$ cat config.mk
export PLATFORM = sky130hd
export DESIGN_NAME = mem_arbiter
export DESIGN_NICKNAME = d
export VERILOG_FILES = /design/src/rtl/mem_arbiter.sv
export SDC_FILE = /design/constraint.sdc
export NUM_CORES = 1
export LEC_CHECK = 0
export CORE_ASPECT_RATIO = 1.1
export CORE_MARGIN = 2
export CORE_UTILIZATION = 38
export CTS_BUF_LIST = sky130_fd_sc_hd__clkbuf_4 sky130_fd_sc_hd__clkbuf_8
export CTS_CLUSTER_DIAMETER = 100
export DETAILED_ROUTE_END_ITERATION = 10
export PLACE_DENSITY = 0.78
export SLEW_MARGIN = 5
export SYNTH_ARGS = -nofsm -noshare
export SYNTH_HDL_FRONTEND = slang
export SYNTH_SLANG_ARGS = --single-unit
$ cat constraint.sdc
create_clock -name clk -period 1.5 [get_ports clk]
set_clock_uncertainty 0.05 [all_clocks]
set_input_delay 0.375 -clock clk [delete_from_list [all_inputs] [get_ports clk]]
set_output_delay 0.375 -clock clk [all_outputs]
set_load 0.05 [all_outputs]
$ cat src/rtl/mem_arbiter.sv
// mem_arbiter: serialises fetch and data accesses onto one RAM port; define MEM_ARB_ROUND_ROBIN_EN for round-robin ties, else data wins
module mem_arbiter #(
  parameter int AW = 32,
  parameter int DW = 32,
  parameter int RAM_LAT = 1
) (
  input  logic          clk,
  input  logic          rst,
  input  logic          if_req,
  input  logic [AW-1:0] if_addr,
  output logic          if_gnt,
  output logic          if_rvalid,
  output logic [DW-1:0] if_rdata,
  input  logic          d_req,
  input  logic          d_we,
  input  logic [AW-1:0] d_addr,
  input  logic [DW-1:0] d_wdata,
  output logic          d_gnt,
  output logic          d_rvalid,
  output logic [DW-1:0] d_rdata,
  output logic [AW-1:0] ram_adress,
  output logic [DW-1:0] data_out_ram,
  output logic          ram_enable_write,
  input  logic [DW-1:0] data_in_ram
);
  typedef enum logic [1:0] {IDLE, BUSY, RESP} state_t;
  state_t state, state_nx;
  logic [3:0] cnt;
  logic own_d, own_we, arb, pick_d;
  assign arb = !rst && state != BUSY;
`ifdef MEM_ARB_ROUND_ROBIN_EN
  logic last_d;
  assign pick_d = d_req && !(if_req && last_d);
  // remember who was served last; reset as "data" so fetch wins the first tie
  always_ff @(posedge clk)
    last_d <= rst ? 1'b1 : (if_gnt || d_gnt) ? d_gnt : last_d;
`else
  assign pick_d = d_req;
`endif
  assign d_gnt = arb && pick_d;
  assign if_gnt = arb && if_req && !pick_d;
  // state register
  always_ff @(posedge clk)
    state <= rst ? IDLE : state_nx;
  // next state and response strobes; RESP arbitrates like IDLE for back-to-back accesses
  always_comb begin
    state_nx = state;
    if_rvalid = 1'b0;
    d_rvalid = 1'b0;
    if (state == BUSY) state_nx = cnt == '0 ? RESP : BUSY;
    else state_nx = (if_gnt || d_gnt) ? BUSY : IDLE;
    if (state == RESP) begin
      if_rvalid = !own_d;
      d_rvalid = own_d;
    end
  end
  // access capture on grant, latency countdown and read-data capture
  always_ff @(posedge clk) begin
    if (rst) begin
      cnt <= '0;
      own_d <= 1'b0;
      own_we <= 1'b0;
      ram_enable_write <= 1'b0;
      ram_adress <= '0;
      data_out_ram <= '0;
      if_rdata <= '0;
      d_rdata <= '0;
    end else begin
      ram_enable_write <= d_gnt && d_we;
      if (if_gnt || d_gnt) begin
        own_d <= d_gnt;
        own_we <= d_gnt && d_we;
        cnt <= 4'(RAM_LAT - 1);
        ram_adress <= d_gnt ? d_addr : if_addr;
        if (d_gnt && d_we) data_out_ram <= d_wdata;
      end else if (state == BUSY) begin
        cnt <= cnt == '0 ? cnt : cnt - 4'd1;
        if (cnt == '0 && !own_we) begin
          if (own_d) d_rdata <= data_in_ram;
          else if_rdata <= data_in_ram;
        end
      end
    end
  end
endmodule

Word-level counts from Yosys, hierarchy flattened:

Index checks and enable logic that the tools add are counted.

* logic and storage cells: 39
* memories: 0
* bits in writable memories: 0
* bits in latches: 0
* output and inout port bits: 133
* bits in read-only memories: 0
* flip-flop bits (word level): 137
* input bits: 133

* eq/ne operators: 3
* div/mod/pow operators: 0
* magnitude comparators: 0
* add/subtract/negate cells: 1
* bitwise logic cells: 3
* $mul: 0
* reductions and logical operators: 17
* multiplexer cells: 6
* shifts and indexed selects: 0

Operator list (count)
* 32-bit 2-to-1 mux: 1
* 4-bit AND reduction: 2
* 1-bit logical AND: 6
* 1-bit logical NOT: 4
* 4-bit logical NOT: 1
* 2-bit 2-to-1 mux: 2
* 2-bit AND reduction: 2
* 4-bit by 1-bit subtractor with 4-bit output, second input constant: 1
* 1-bit 2-to-1 mux: 3
* 1-bit inverter: 3
* 2-bit by 1-bit == test with 1-bit output, second input constant: 1
* 2-bit == test, second input constant: 1
* 2-bit by 1-bit != test with 1-bit output, second input constant: 1
* 2-bit OR reduction: 1
* 1-bit logical OR: 1

Logic depth before layout (Yosys ltp):

Gate-level depths: netlist (run 1).

* word-level depth: 7
* mapped depth: 7
* mapped depth without buffers: 5

Least setup slack after synthesis (run 1):

No wires, ideal clock.

* kind: register to output
* start: register state[1]
* end: output port if_rvalid
* buffers on the path: 0
* slack: -0.417 ns
* arrival time: 1.492 ns
* data required time: 1.075 ns
* stages on the path, launching flop included: 2
* path through: dfxtp_1 > nor3b_1

* longest elaborated chain between the ends: 2

RTL lines
* from (decl): line 27 `state_t state, state_nx;`
* from (signal assigned): line 44 `state <= rst ? IDLE : state_nx;`
* 2-bit == test: line 52 `if (state == RESP) begin`
* 1-bit 2-to-1 mux: line 52
* to (decl): line 12 `output logic if_rvalid,`

No other way between the ends.

Worst setup path in the final report (run 1):

* start: register state[1]
* end: output port d_gnt

* longest elaborated chain between the ends: 3

RTL lines
* 2-bit by 1-bit != test with 1-bit output: line 30 `assign arb = !rst && state != BUSY;`
* 1-bit logical AND: line 30
* 1-bit logical AND: line 40 `assign d_gnt = arb && pick_d;`
* to (decl): line 18 `output logic d_gnt,`

No other way between the ends.

==> flow_metrics.env, run 1 <==
export IMPL_result_of_the_run="complete, but fails checks"
export IMPL_violations="negative setup slack"
export IMPL_place_port_buffers=265
export IMPL_design_die_area_um2=16000
export IMPL_synth_top_family_by_area="multiplexers"
export IMPL_clock_tree_from_tritoncts="done"
export IMPL_final_cell_area_um2=10930
export IMPL_power_per_cell_area_nw_per_um2=912.5
export IMPL_global_route_usage_total=0.2308
export IMPL_power_switching_mw=3.030
export IMPL_timing_critical_path_to_type="primary output"
export IMPL_postSynthCellCount=576
export IMPL_clk_pin_slew_ps=70
export IMPL_synth_adder_area_share=0.002194
export IMPL_worstPathCellList="and2b_2 -> nor3_4 -> buf_12 -> buf_12"
export IMPL_cts_htree_levels=4
export IMPL_unrepaired_setup_endpoints_after_global_routing="yes"
export IMPL_post_synth_xor_area_fraction=0
export IMPL_antenna_cells_inserted=0
export IMPL_fp_row_count=46
export IMPL_maxCapViolations=0
export IMPL_viasPerCell=4.930
export IMPL_grt_overflow_total=0
export IMPL_power_frac_clock=0.303
export IMPL_hold_path_end="state[0]$_SDFF_PP0_"
export IMPL_wirelength_met1_um=6973
export IMPL_p_total_mw=9.976
export IMPL_setup_viol=108
export IMPL_power_switching_fraction=0.3038
export IMPL_critPathKind="reg2out"
export IMPL_first_global_vias=5433
export IMPL_critical_path_slowest_cell="sky130_fd_sc_hd__dfxtp_2"
export IMPL_via_count=5339
export IMPL_start_util=0.3916
export IMPL_synthMuxAreaShare=0.1939
export IMPL_layout_drive_gt1_share=0.3210
export IMPL_coreArea_um2=14560
export IMPL_global_route_wire_length_before_repair_um=28640
export IMPL_drc_violations=0
export IMPL_timing_critical_path_required_ps=1070
export IMPL_slowest_delay_ps=360
export IMPL_cp_max_fo=4
export IMPL_synthSimpleGateAreaFrac=0.1560
export IMPL_grt_max_degree=52
export IMPL_area_growth_syn_to_layout_pct=91.71
export IMPL_cts_max_path_buffers=2
export IMPL_fin_nets=1013
export IMPL_fin_crit_ps=1931
export IMPL_timing_critical_path_mode_cell="sky130_fd_sc_hd__buf_12"
export IMPL_timing_worst_slew_pin_value_ps=408.5
export IMPL_power_internal_mw=6.945
export IMPL_insertion_delay_ps=450
export IMPL_ys_flop_type="sky130_fd_sc_hd__dfxtp_1"
export IMPL_p_seq_frac=0.411
export IMPL_synth_compound_area_frac=0.07416
export IMPL_rr_worst_depth=6
export IMPL_antenna_left=0
export IMPL_ys_async_sr_fraction=0
export IMPL_detail_route_wirelength_um=18950
export IMPL_chipWidth_um=120.8
export IMPL_post_synth_instance_area_um2=5703
export IMPL_final_min_period_over_clock_period=1.287
export IMPL_cts_made_buffers=17
export IMPL_syn_area_per_cell_um2=9.901
export IMPL_cts_root_buf="sky130_fd_sc_hd__clkbuf_8"
export IMPL_sequential_cell_area_um2=2749
export IMPL_num_io_pins=266
export IMPL_synth_fp_nets=710
export IMPL_power_leakage_nw=4.749
export IMPL_met2WireLength_um=9827
export IMPL_path_category_of_the_worst_min_delay_check="in2reg"
export IMPL_setup_tns_ps=-7974
export IMPL_maxUsedRoutingLayer="met4"
export IMPL_worst_ep_arrival_time_ps=1510
export IMPL_slew_headroom=0.7277
export IMPL_worstSetupStartpointType="flip-flop"
export IMPL_r2r_end="ram_adress[22]$_SDFFE_PP0P_"
export IMPL_hpwlAfterDp_um=13280
export IMPL_drt_pass1_iterations=8
export IMPL_detail_route_iter0_violations=426
export IMPL_hold_violations=0
export IMPL_r2r_start="state[1]$_SDFF_PP0_"
export IMPL_finalWeightedCongestion=0.8006
export IMPL_wl_per_cell_um=17.49
export IMPL_synth_sequential_area_ratio=0.4809
export IMPL_layout_filler_cells=895
export IMPL_number_of_antenna_violations_at_the_first_check_in_global_routing=0
export IMPL_route_met3_wl_um=1769
export IMPL_hold_path_cell_count=4
export IMPL_worst_ir_drop_vdd_mv=0.6344
export IMPL_ys_types=43
export IMPL_holdCritStartpoint="rst"
export IMPL_max_freq_mhz=518.0
export IMPL_post_synth_edffs=0
export IMPL_comb_power_share=0.286
export IMPL_synth_ff_latch_count=137
export IMPL_reg2reg_slack_ps=-210
export IMPL_floorplan_die_height_um=132.5
export IMPL_yosysWarningCount=0
export IMPL_multi_input_area_um2=2535
export IMPL_placement_cell_area_um2=10080
export IMPL_layout_cells_most_common="sky130_fd_sc_hd__buf_12"
export IMPL_maxSlewViolCount=0
export IMPL_clock_sinks=137
export IMPL_final_critical_path_setup_slack_ps=-430.7
export IMPL_mostFrequentLayoutCells="sky130_fd_sc_hd__buf_12 (147), sky130_fd_sc_hd__dfxtp_1 (132), sky130_fd_sc_hd__clkdlybuf4s50_1 (131)"
synthesized netlist by cell type, drive strengths merged (3+ instances only):
cell | instances | area, um2
a21o | 3 | 22.52
a21oi | 6 | 30.03
a222oi | 30 | 300.3
and3b | 3 | 26.28
buf | 26 | 229.0
clkbuf | 14 | 52.55
dfxtp | 137 | 2743
inv | 66 | 247.7
mux2 | 32 | 465.4
mux2i | 64 | 640.6
nand2 | 128 | 480.5
nand2b | 3 | 21.27
nor2 | 3 | 11.26
nor2b | 35 | 219.0
power by group through the flow:
stage	Sequential [mW]	Clock (mW)	Combinational, mW
floorplan	4.78	0	0.551
global placement	4.16	0	2.67
detailed placement	4.17	0	2.71
CTS	4.09	3.06	2.79
global route	4.12	3.26	2.96
finish	4.10	3.03	2.85
state kept, by name, summed over array words and instances (netlist names):
signal            flops
d_rdata              32
state                 2
own_d                 1
own_we                1
ram_enable_write      1
data_out_ram         32
if_rdata             32
ram_adress           32
cnt                   4
kinds of logic after synthesis:
group                      after synthesis
AOI/OAI and AO/OA                       48
adders and majority gates                1
buffers and inverters                  106
DFF                                    137
muxes                                   96
and+or+nand+nor                        188
repair_timing:
| action | in CTS | in global routing |
|---|---|---|
| gates resized for setup | 20 | 18 |
| pin swaps | 35 | 6 |
| cloned | 5 | 4 |
| buffers inserted | 7 | 8 |
| hold buffers | 0 | 0 |
| endpoints found under the setup margin | 55 | 126 |
metrics by stage:
stage	instances	hold slack, ps	setup slack, ps	utilization
finish	1083	394.9	-430.7	0.7508
global route	1083	381.9	-488.6	0.7508
CTS	1072	363.1	-481.2	0.7357
detailed placement	1030	438.6	-424.1	0.6924
global placement	1030	430.9	-407.1	0.6924
floorplan	576	399.9	-5.030	-
per-layer routing:
layer | global-route usage | vias up
met2 | 0.4080 | 277
met4 | 0.07494 | 0
met3 | 0.09181 | 36
li1 | - | 2523
met1 | 0.2504 | 2503
met5 | 0 | -
area by class of cell:
class / count / share of cell area
clock buffer: 20 / 0.02461
inverter: 66 / 0.02289
tap: 192 / 0.02197
sequential: 137 / 0.2514
timing repair buffer: 324 / 0.4361
clock inverter: 11 / 0.01110
multi-input combinational: 333 / 0.2319
worst max-delay path: cells and delay by family (launching register included):
family,cells,cell delay [ps]
buf+inv,2,260
simple gates,2,430
flops,1,360
worst max-delay path by stage:
stage                                  endpoint  slack, ps                start
global route                              d_gnt       -490  state[1]$_SDFF_PP0_
detailed placement  ram_adress[13]$_SDFFE_PP0P_       -420                d_req
CTS                                       d_gnt       -480  state[1]$_SDFF_PP0_
global placement                          d_gnt       -410                d_req
floorplan              d_rdata[10]$_SDFFE_PP0P_         -5  cnt[0]$_SDFFE_PP0P_
finish                                    d_gnt       -430  state[1]$_SDFF_PP0_
Note: power is estimated with default switching activity, not from simulation.
==> run 2, diff against run 1 <==
--- a/config.mk
+++ b/config.mk
@@ -12,6 +12,7 @@
 export CTS_CLUSTER_DIAMETER = 100
 export DETAILED_ROUTE_END_ITERATION = 10
 export PLACE_DENSITY = 0.78
+export RECOVER_POWER = 100
 export SLEW_MARGIN = 5
 export SYNTH_ARGS = -nofsm -noshare
 export SYNTH_HDL_FRONTEND = slang
==> run 2 against run 1 <==
Against the previous run:
- the run still ends with negative setup slack left
- sequential cell count is the same
- register-to-register slack is essentially flat
- clock power is essentially flat
- sequential power is essentially flat
- sequential share of layout area is essentially flat
- utilization is essentially flat
- worst setup slack gained 5.6 ps
- largest power group unchanged
- critical path depth is the same
==> flow_metrics.env, run 2 (synthesis results as in run 1) <==
export IMPL_final_min_period_over_clock_period=1.283
export IMPL_sequential_cell_area_um2=2749
export IMPL_drt_pass1_iterations=8
export IMPL_multi_input_area_um2=2535
export IMPL_drc_violations=0
export IMPL_setup_viol=107
export IMPL_route_met3_wl_um=1732
export IMPL_grt_max_degree=52
export IMPL_maxCapViolations=0
export IMPL_worstPathCellList="and2b_2 -> nor3_4 -> buf_12 -> buf_12"
export IMPL_place_port_buffers=265
export IMPL_finalWeightedCongestion=0.8006
export IMPL_floorplan_die_height_um=132.5
export IMPL_unrepaired_setup_endpoints_after_global_routing="yes"
export IMPL_cts_max_path_buffers=2
export IMPL_viasPerCell=4.920
export IMPL_timing_critical_path_mode_cell="sky130_fd_sc_hd__buf_12"
export IMPL_final_cell_area_um2=10930
export IMPL_first_global_vias=5433
export IMPL_mostFrequentLayoutCells="sky130_fd_sc_hd__buf_12 (147), sky130_fd_sc_hd__dfxtp_1 (132), sky130_fd_sc_hd__clkdlybuf4s50_1 (131)"
export IMPL_via_count=5328
export IMPL_worst_ep_arrival_time_ps=1500
export IMPL_layout_filler_cells=897
export IMPL_num_io_pins=266
export IMPL_critPathKind="reg2out"
export IMPL_max_freq_mhz=519.5
export IMPL_wl_per_cell_um=17.51
export IMPL_cts_made_buffers=17
export IMPL_detail_route_iter0_violations=431
export IMPL_timing_critical_path_to_type="primary output"
export IMPL_coreArea_um2=14560
export IMPL_wirelength_met1_um=7033
export IMPL_number_of_antenna_violations_at_the_first_check_in_global_routing=0
export IMPL_cp_max_fo=4
export IMPL_result_of_the_run="complete, but fails checks"
export IMPL_worstPathBufferInverterCount=2
export IMPL_start_util=0.3916
export IMPL_path_category_of_the_worst_min_delay_check="in2reg"
export IMPL_fin_crit_ps=1925
export IMPL_cts_root_buf="sky130_fd_sc_hd__clkbuf_8"
export IMPL_global_route_wire_length_before_repair_um=28640
export IMPL_slowest_delay_ps=360
export IMPL_worst_ir_drop_vdd_mv=0.6398
export IMPL_finish_cell_count_without_fillers=1083
export IMPL_met2WireLength_um=9845
export IMPL_maxSlewViolCount=0
export IMPL_ctsHoldBuffers=0
export IMPL_timing_worst_slew_pin_value_ps=408.6
export IMPL_fp_row_count=46
export IMPL_p_total_mw=9.974
export IMPL_slew_headroom=0.7276
export IMPL_power_leakage_nw=4.746
export IMPL_worstSetupStartpointType="flip-flop"
export IMPL_crit_family="simple AND/OR/NAND/NOR gates"
export IMPL_setup_tns_ps=-8110
export IMPL_clock_tree_from_tritoncts="done"
export IMPL_area_growth_syn_to_layout_pct=91.64
export IMPL_violations="negative setup slack"
export IMPL_chipWidth_um=120.8
export IMPL_clock_sinks=137
export IMPL_maxUsedRoutingLayer="met4"
export IMPL_final_critical_path_setup_slack_ps=-425.0
export IMPL_critical_path_slowest_cell="sky130_fd_sc_hd__dfxtp_2"
export IMPL_power_per_cell_area_nw_per_um2=912.6
export IMPL_design_die_area_um2=16000
export IMPL_grt_overflow_total=0
export IMPL_place_ws_ps=-424.1
export IMPL_placement_cell_area_um2=10080
export IMPL_cts_htree_levels=4
export IMPL_timing_critical_path_required_ps=1070
export IMPL_hpwlAfterDp_um=13280
export IMPL_antenna_left=0
export IMPL_detail_route_wirelength_um=18970
export IMPL_global_route_usage_total=0.2308
export IMPL_layout_drive_gt1_share=0.3199
export IMPL_fin_nets=1013
export IMPL_dpl_cell_count=1030
export IMPL_layout_cells_most_common="sky130_fd_sc_hd__buf_12"
export IMPL_antenna_cells_inserted=0
export IMPL_hold_violations=0
export IMPL_insertion_delay_ps=440
export IMPL_clk_pin_slew_ps=70
-- run 2: path summary, 6_finish.rpt --
check | start | to | slack, ps | depth (start not counted)
hold / removal | rst | state[0]$_SDFF_PP0_ | 400 | 4
setup reg to reg | state[1]$_SDFF_PP0_ | ram_adress[22]$_SDFFE_PP0P_ | -220 | 6
setup / recovery | state[1]$_SDFF_PP0_ | d_gnt | -430 | 4
hold reg to reg | if_rdata[26]$_SDFFE_PP0P_ | if_rdata[26]$_SDFFE_PP0P_ | 450 | 2
-- run 2: per-stage QoR --
step	hold WS [ps]	util
2_1_floorplan	399.9	-
3_3_place_gp	430.9	0.6924
3_5_place_dp	438.6	0.6924
4_1_cts	363.1	0.7357
5_1_grt	383.6	0.7506
6_report	402.4	0.7506
-- run 2: final cells by class --
| type | instances | share of cell area |
|---|---|---|
| timing repair buffer | 324 | 0.4359 |
| sequential | 137 | 0.2515 |
| multi-input combinational | 333 | 0.2319 |
| clock buffer | 20 | 0.02461 |
| inverter | 66 | 0.02290 |
| tap | 192 | 0.02198 |
| clock inverter | 11 | 0.01110 |
-- run 2: metal layers --
metal,GRT usage,vias up
met2,0.4080,268
met3,0.09181,32
met4,0.07494,0
met1,0.2504,2505
li1,-,2523
met5,0,-
-- run 2: report_power, final --
part           leakage [nW]  internal [mW]  total (mW)  switching, mW
clock network         0.199           1.57        3.02           1.45
registers              1.12           3.86        4.10          0.239
logic                  3.42           1.51        2.85           1.34
-- run 2: what timing repair did --
action | CTS | global route
setup endpoints to repair | 55 | 126
cloned | 5 | 4
setup buffers | 7 | 8
pin swaps | 35 | 6
resized for setup | 20 | 18
-- run 2: worst reg2reg max path: cells and delay by family (launching register included) --
family                 cells  cell delay [ps]
buffers and inverters      3              560
flip-flops                 1              340
AO/OA/AOI/OAI              1              350
AND/OR/NAND/NOR            2              320
